<file path="src/rtl/memprog_loader.sv">
// Byte-stream loader for the CPU program memory: length header, then big-endian words
// written to consecutive addresses from 0. All outputs come straight from flops.
//
// state   | meaning
// IDLE    | waiting for start
// LEN_HI  | accept high byte of word count
// LEN_LO  | accept low byte of word count, validate it
// DAT_HI  | accept high byte of next word
// DAT_LO  | accept low byte of next word
// WRITE   | one-cycle write strobe into program memory
// DONE    | one-cycle completion pulse
// ERR     | bad word count, raise sticky err
module memprog_loader #(
    parameter int AW = 10
) (
    input  logic          clk,
    input  logic          reset_n,
    input  logic          start,
    input  logic          in_valid,
    input  logic [7:0]    in_data,
    output logic          in_ready,
    output logic          we,
    output logic [AW-1:0] wa,
    output logic [15:0]   wd,
    output logic          busy,
    output logic          done,
    output logic          err
);

    typedef enum logic [2:0] {
        S_IDLE, S_LEN_HI, S_LEN_LO, S_DAT_HI, S_DAT_LO, S_WRITE, S_DONE, S_ERR
    } state_t;

    localparam logic [16:0] DEPTH = 17'(1) << AW;

    state_t      state, state_nx;
    logic [7:0]  len_hi;
    logic [15:0] len;
    logic [AW:0] cnt;
    logic [16:0] len_in;
    logic        xfer;
    logic        len_bad;
    logic        last_word;

    assign xfer      = in_valid && in_ready;
    assign len_in    = {1'b0, len_hi, in_data};
    assign len_bad   = (len_in == 17'd0) || (len_in > DEPTH);
    assign last_word = {{(16 - AW){1'b0}}, cnt} == ({1'b0, len} - 17'd1);
    assign wa        = cnt[AW-1:0];

    always_comb begin
        state_nx = state;
        case (state)
            S_IDLE:   if (start) state_nx = S_LEN_HI;
            S_LEN_HI: if (xfer) state_nx = S_LEN_LO;
            S_LEN_LO: if (xfer) state_nx = len_bad ? S_ERR : S_DAT_HI;
            S_DAT_HI: if (xfer) state_nx = S_DAT_LO;
            S_DAT_LO: if (xfer) state_nx = S_WRITE;
            S_WRITE:  state_nx = last_word ? S_DONE : S_DAT_HI;
            S_DONE:   state_nx = S_IDLE;
            S_ERR:    state_nx = S_IDLE;
            default:  state_nx = S_IDLE;
        endcase
    end

    // Output flops are loaded from the next state so they line up with the state register.
    always_ff @(posedge clk or negedge reset_n) begin
        if (!reset_n) begin
            state    <= S_IDLE;
            in_ready <= 1'b0;
            we       <= 1'b0;
            busy     <= 1'b0;
            done     <= 1'b0;
            err      <= 1'b0;
            wd       <= 16'd0;
            len_hi   <= 8'd0;
            len      <= 16'd0;
            cnt      <= '0;
        end else begin
            state    <= state_nx;
            in_ready <= (state_nx == S_LEN_HI) || (state_nx == S_LEN_LO) ||
                        (state_nx == S_DAT_HI) || (state_nx == S_DAT_LO);
            we       <= (state_nx == S_WRITE);
            busy     <= (state_nx != S_IDLE);
            done     <= (state_nx == S_DONE);
            case (state)
                S_IDLE: begin
                    if (start) begin
                        err <= 1'b0;
                        cnt <= '0;
                    end
                end
                S_LEN_HI: if (xfer) len_hi <= in_data;
                S_LEN_LO: if (xfer) len <= len_in[15:0];
                S_DAT_HI: if (xfer) wd[15:8] <= in_data;
                S_DAT_LO: if (xfer) wd[7:0] <= in_data;
                S_WRITE:  if (!last_word) cnt <= cnt + 1'b1;
                S_ERR:    err <= 1'b1;
                default:  ;
            endcase
        end
    end

endmodule

</file>
<file path="config.mk">
export PLATFORM = sky130hd
export DESIGN_NAME = memprog_loader
export DESIGN_NICKNAME = d
export VERILOG_FILES = /design/src/rtl/memprog_loader.sv
export SDC_FILE = /design/constraint.sdc
export NUM_CORES = 1
export LEC_CHECK = 0
export BUFFER_PORTS_ARGS = -buffer_cell sky130_fd_sc_hd__buf_2
export CORE_ASPECT_RATIO = 0.75
export CORE_UTILIZATION = 45
export CTS_BUF_LIST = sky130_fd_sc_hd__clkbuf_8
export CTS_CLUSTER_DIAMETER = 40
export CTS_CLUSTER_SIZE = 14
export DETAILED_ROUTE_END_ITERATION = 12
export SLEW_MARGIN = 10
export SYNTH_ARGS = -nofsm -noshare
export SYNTH_HDL_FRONTEND = slang
export SYNTH_SLANG_ARGS = --single-unit
</file>
<file path="constraint.sdc">
create_clock -name clk -period 6.4 [get_ports clk]
set_clock_uncertainty 0.05 [all_clocks]
set_input_delay 0.64 -clock clk [delete_from_list [all_inputs] [get_ports clk]]
set_output_delay 0.64 -clock clk [all_outputs]
set_load 0.1 [all_outputs]
</file>
# Word-level counts from Yosys, hierarchy flattened
# Index checks and enable logic that the tools add are counted.
# totals
register_bits,59
in_bits,12
output_inout_bits,31
# classes
addsub,2
magnitude_cmp,1
n_eq_ne,16
mux,13
reduce_logical,17
# op_table
operator,count
$mux 11,2
$pmux 11 s2,1
$eq 3x3->1 const B,7
$mux 3,7
$pmux 3 s7,1
$eq 11x17->1,1
$logic_not 17->1,1
$sub 16x1->17 const B,1
$gt 16x11->1 const B,1
$eq 3x2->1 const B,4
$add 11x1->11 const B,1
$reduce_and 2->1,5
$eq 3x1->1 const B,2
$logic_or 1x1->1,4
$ne 2x2->1 const B,2
$reduce_bool 2->1,2
$logic_not 3->1,1
$reduce_and 3->1,1
$reduce_bool 3->1,1
$pmux 1 s2,1
$reduce_or 2->1,1
$logic_and 1x1->1,1
$mux 1,1

# Depth between registers and ports, before layout
# logic_depth
word_depth,9
mapped_depth,13
mapped_depth_nobuf,10

# Worst setup path after synthesis
# No wires, ideal clock.
# synth_path
path_kind,register to register
from,register len[0]
to,register cnt[10]
setup_ps,66
arrival_ps,2735
required_ps,6284
setup_slack_ps,3549
stages_incl_launch_ff,13
n_path_buf,2
cell_sequence,dfrtp_1 -> inv_1 -> ha_1 -> or3b_1 -> clkbuf_1 -> xnor2_1 -> nor3_1 -> nor3_1 -> nor4b_4 -> o31a_2 -> buf_6 -> or4_1 -> nand2_1
# synth_between
elab_chain_len,4
# synth_lines
item,line_no,source
start: declaration,38,logic [15:0] len;
start signal: assignment,94,S_LEN_LO: if (xfer) len <= len_in[15:0];
$sub 16x1->17,48,"assign last_word = {{(16 - AW){1'b0}}, cnt} == ({1'b0, len} - 17'd1);"
$eq 11x17->1,48,
$ne 2x2->1 (no line),n/a,
$reduce_and 3->1 (no line),n/a,
end signal: assignment,97,S_WRITE: if (!last_word) cnt <= cnt + 1'b1;
end: declaration,39,logic [AW:0] cnt;
# Every way passes these cells.
# A chain may end at the register's enable or synchronous reset.

# Worst setup path after layout
# layout_path
from,register len[0]
to,register cnt[7]
# The elaborated chain is that of the path after synthesis.

==> flow_summary.json <==
{
  "syn-num-nets": 304,
  "grt-ovfl-total": 0,
  "synth-seq-cells": 59,
  "grt_pass1_vias": 2096,
  "cp_max_fo": 22,
  "initial_core_util": 0.464,
  "drt_iter0_drc": 93,
  "drc": 0,
  "areaGrowthSynthToFinish_pct": 13.4,
  "hold_path.class": "primary input to asynchronous set/reset pin",
  "final_net_count": 339,
  "viasPerCell": 5.58,
  "ff2ff_path_depth": 10,
  "grt_pass1_wl_um": 10600,
  "ys_top_cells_by_area": "dfrtp_1 47%, mux2_2 14%, nand2_1 2.6%, buf_4 2.4%, xor2_1 2.2%",
  "synthXorXnorAreaFrac": 0.0416,
  "cts_sinks": 59,
  "cts_tree": "done",
  "std_cell_rows": 26,
  "fillerInstances": 617,
  "synthMuxAreaShare": 0.146,
  "htreeDepth": 3,
  "synthAdderAreaFrac": 0.00793,
  "cts_resized": 0,
  "synth_cell_types": 55,
  "synthTopCellsByCount": "59 x dfrtp_1, 40 x mux2_2, 22 x nand2_1, 17 x nor2_1, 13 x a21oi_1",
  "ant_nets": 0,
  "slew_headroom": 0.508,
  "p_total_mw": 2.03,
  "via_count": 2303,
  "status": "finished, final reports clean",
  "rr_startpoint": "len[0]",
  "dpl_worst_slack_ps": 3130,
  "dp_cells": 398,
  "synth-main-ff-cell": "dfrtp_1",
  "grt_max_degree": 60,
  "slowest_delay_ps": 550,
  "worstMarginPinSlew_ps": 737,
  "crit_path_end_kind": "flip-flop",
  "die_h_um": 74.5,
  "setup_ws_ps": 3090,
  "worst_r2r_endpoint": "cnt[7]",
  "place_area_um2": 3350,
  "synth.top_cell.area_share": 0.468,
  "grt_use_total": 0.191,
  "ys_seq_area_frac": 0.468,
  "timing.final.hold_violations": 0,
  "crit_type": "flip-flop to flip-flop",
  "cts_max_path_buffers": 2,
  "cts_setup_buffers": 0,
  "synth_top_family_by_area": "simple AND/OR/NAND/NOR gates",
  "first_pass_iters": 4,
  "leakage_nw": 1.58,
  "critical_path_arrival_ps": 3510,
  "crit_buf_inv": 1,
  "cts_buffers": 9,
  "cp-start-kind": "flip-flop",
  "regArea_um2": 1480,
  "antenna_found_initial": 0,
  "rsz0062_at_grt": "no",
  "yosys.area.top_type": "dfrtp_1",
  "die_area_um2": 7360,
  "dp_hpwl_um": 4640,
  "critPathTopFamily": "simple AND/OR/NAND/NOR gates",
  "routedWlPerCell_um": 15.6,
  "drv_cap": 0,
  "n_antenna_cell": 0,
  "fin_tns_setup_ps": 0,
  "final_area_um2": 3580,
  "synth-simple-area-share": 0.175,
  "crit_chain": "inv_1 > ha_1 > or3b_1 > xnor2_1 > nor3_1 > nor3_1 > nor4b_4 > o31a_2 > or4_1 > a21oi_1",
  "max_freq_mhz": 303,
  "synth_edf_count": 0,
  "path_depth": 10,
  "powerDensity_nw_per_um2": 567,
  "avgSynthCellArea_um2": 10.9,
  "synth_compound_area_frac": 0.109,
  "ioPinCount": 43,
  "ys_warn_count": 0,
  "insertion_delay_ps": 340,
  "async_flop_share": 1.00,
  "worst_path_max_delay_cell": "or4_1",
  "path_common_cell": "nor3_1",
  "gp_congestion": 0.754,
  "ctsHoldBuffers": 0,
  "multi_input_area_um2": 1510,
  "min_period_ps": 3310,
  "setup_viol": 0,
  "cts-root-buf": "clkbuf_8",
  "drt-total-wl_um": 6430,
  "synthCells": 290,
  "period_share": 0.516,
  "yosysMostFrequentCell": "dfrtp_1",
  "die_w_um": 98.7,
  "required_ps": 6610,
  "clkTransAtPathRegs_ps": 70,
  "rrSetupSlack_ps": 3090,
  "ir_worst_vdd_uv": 387,
  "syn_area_um2": 3160,
  "stdcell_count": 413,
  "drive_above_1_share": 0.350,
  "slew_viol_final": 0,
  "fp.coreArea_um2": 6800,
  "portBuffers": 42
}
==> state kept, by name (all words and copies together) (netlist names) <==
signal and flops:
len 16, wd 16, cnt 11, len_hi 8
state 3, busy 1, done 1, err 1
in_ready 1, we 1
==> worst max-delay path by stage <==
stage | start | endpoint | slack, ps
2_1_floorplan | len[0] | cnt[10] | 3550
3_3_place_gp | len[0] | cnt[7] | 3220
4_1_cts | len[0] | cnt[7] | 3100
3_5_place_dp | len[0] | cnt[7] | 3130
6_report | len[0] | cnt[7] | 3090
5_1_grt | len[0] | cnt[7] | 2840
==> logic make-up after synthesis <==
kind of cell    after synthesis
flops                        59
xor+xnor                     15
simple gates                 96
buf+inv                      28
compound gates               49
mux                          41
fa+ha+maj                     2
==> final cells by class <==
class	count	share of cell area
Sequential cell	59	0.412
Inverter	7	0.00734
Clock buffer	11	0.0423
Multi-Input combinational cell	203	0.423
Tap cell	84	0.0294
Clock inverter	4	0.0206
Timing Repair Buffer	45	0.0650
==> worst reg2reg max path: stages, from the launching register on <==
cell	delay, ps
dfrtp_1	450
inv_1	90
ha_1	180
or3b_1	460
xnor2_1	180
nor3_1	60
nor3_1	410
nor4b_4	120
o31a_2	510
or4_1	560
a21oi_1	160
==> report_power, final <==
group | switching, mW | leakage [nW] | internal [mW] | total, mW
registers | 0.164 | 0.740 | 0.515 | 0.679
clock network | 0.143 | 0.115 | 0.238 | 0.381
logic | 0.681 | 0.725 | 0.289 | 0.970
total | 0.989 | 1.58 | 1.04 | 2.03
==> metal layers <==
metal,track usage,vias up,part of all wire
met3,0.0526,11,0.036
li1,-,1126,-
met2,0.282,43,0.44
met4,0.0647,0,0.012
met5,0,-,0
met1,0.273,1123,0.51
==> layout by cell type (no fill, tap or decap), drive strengths merged, types with 3 or more instances in the layout <==
cell type and count:
xnor2 7, nor4 8, inv 7, o21ai 13, dfrtp 59, nor2 17, a211oi 3, buf 45
o31ai 3, nand3 7, mux2 40, xor2 8, clkbuf 11, or3 8, or4 7, nor3 7
nand4 3, a21oi 13, nand2 22, nor4b 3
==> through the flow <==
step                utilization  hold WS, ps
floorplan                     -          294
global placement          0.493          433
detailed placement        0.493          440
CTS                       0.527          425
global route              0.527          477
finish                    0.527          396
No activity file was read; power rests on OpenSTA's default activity.
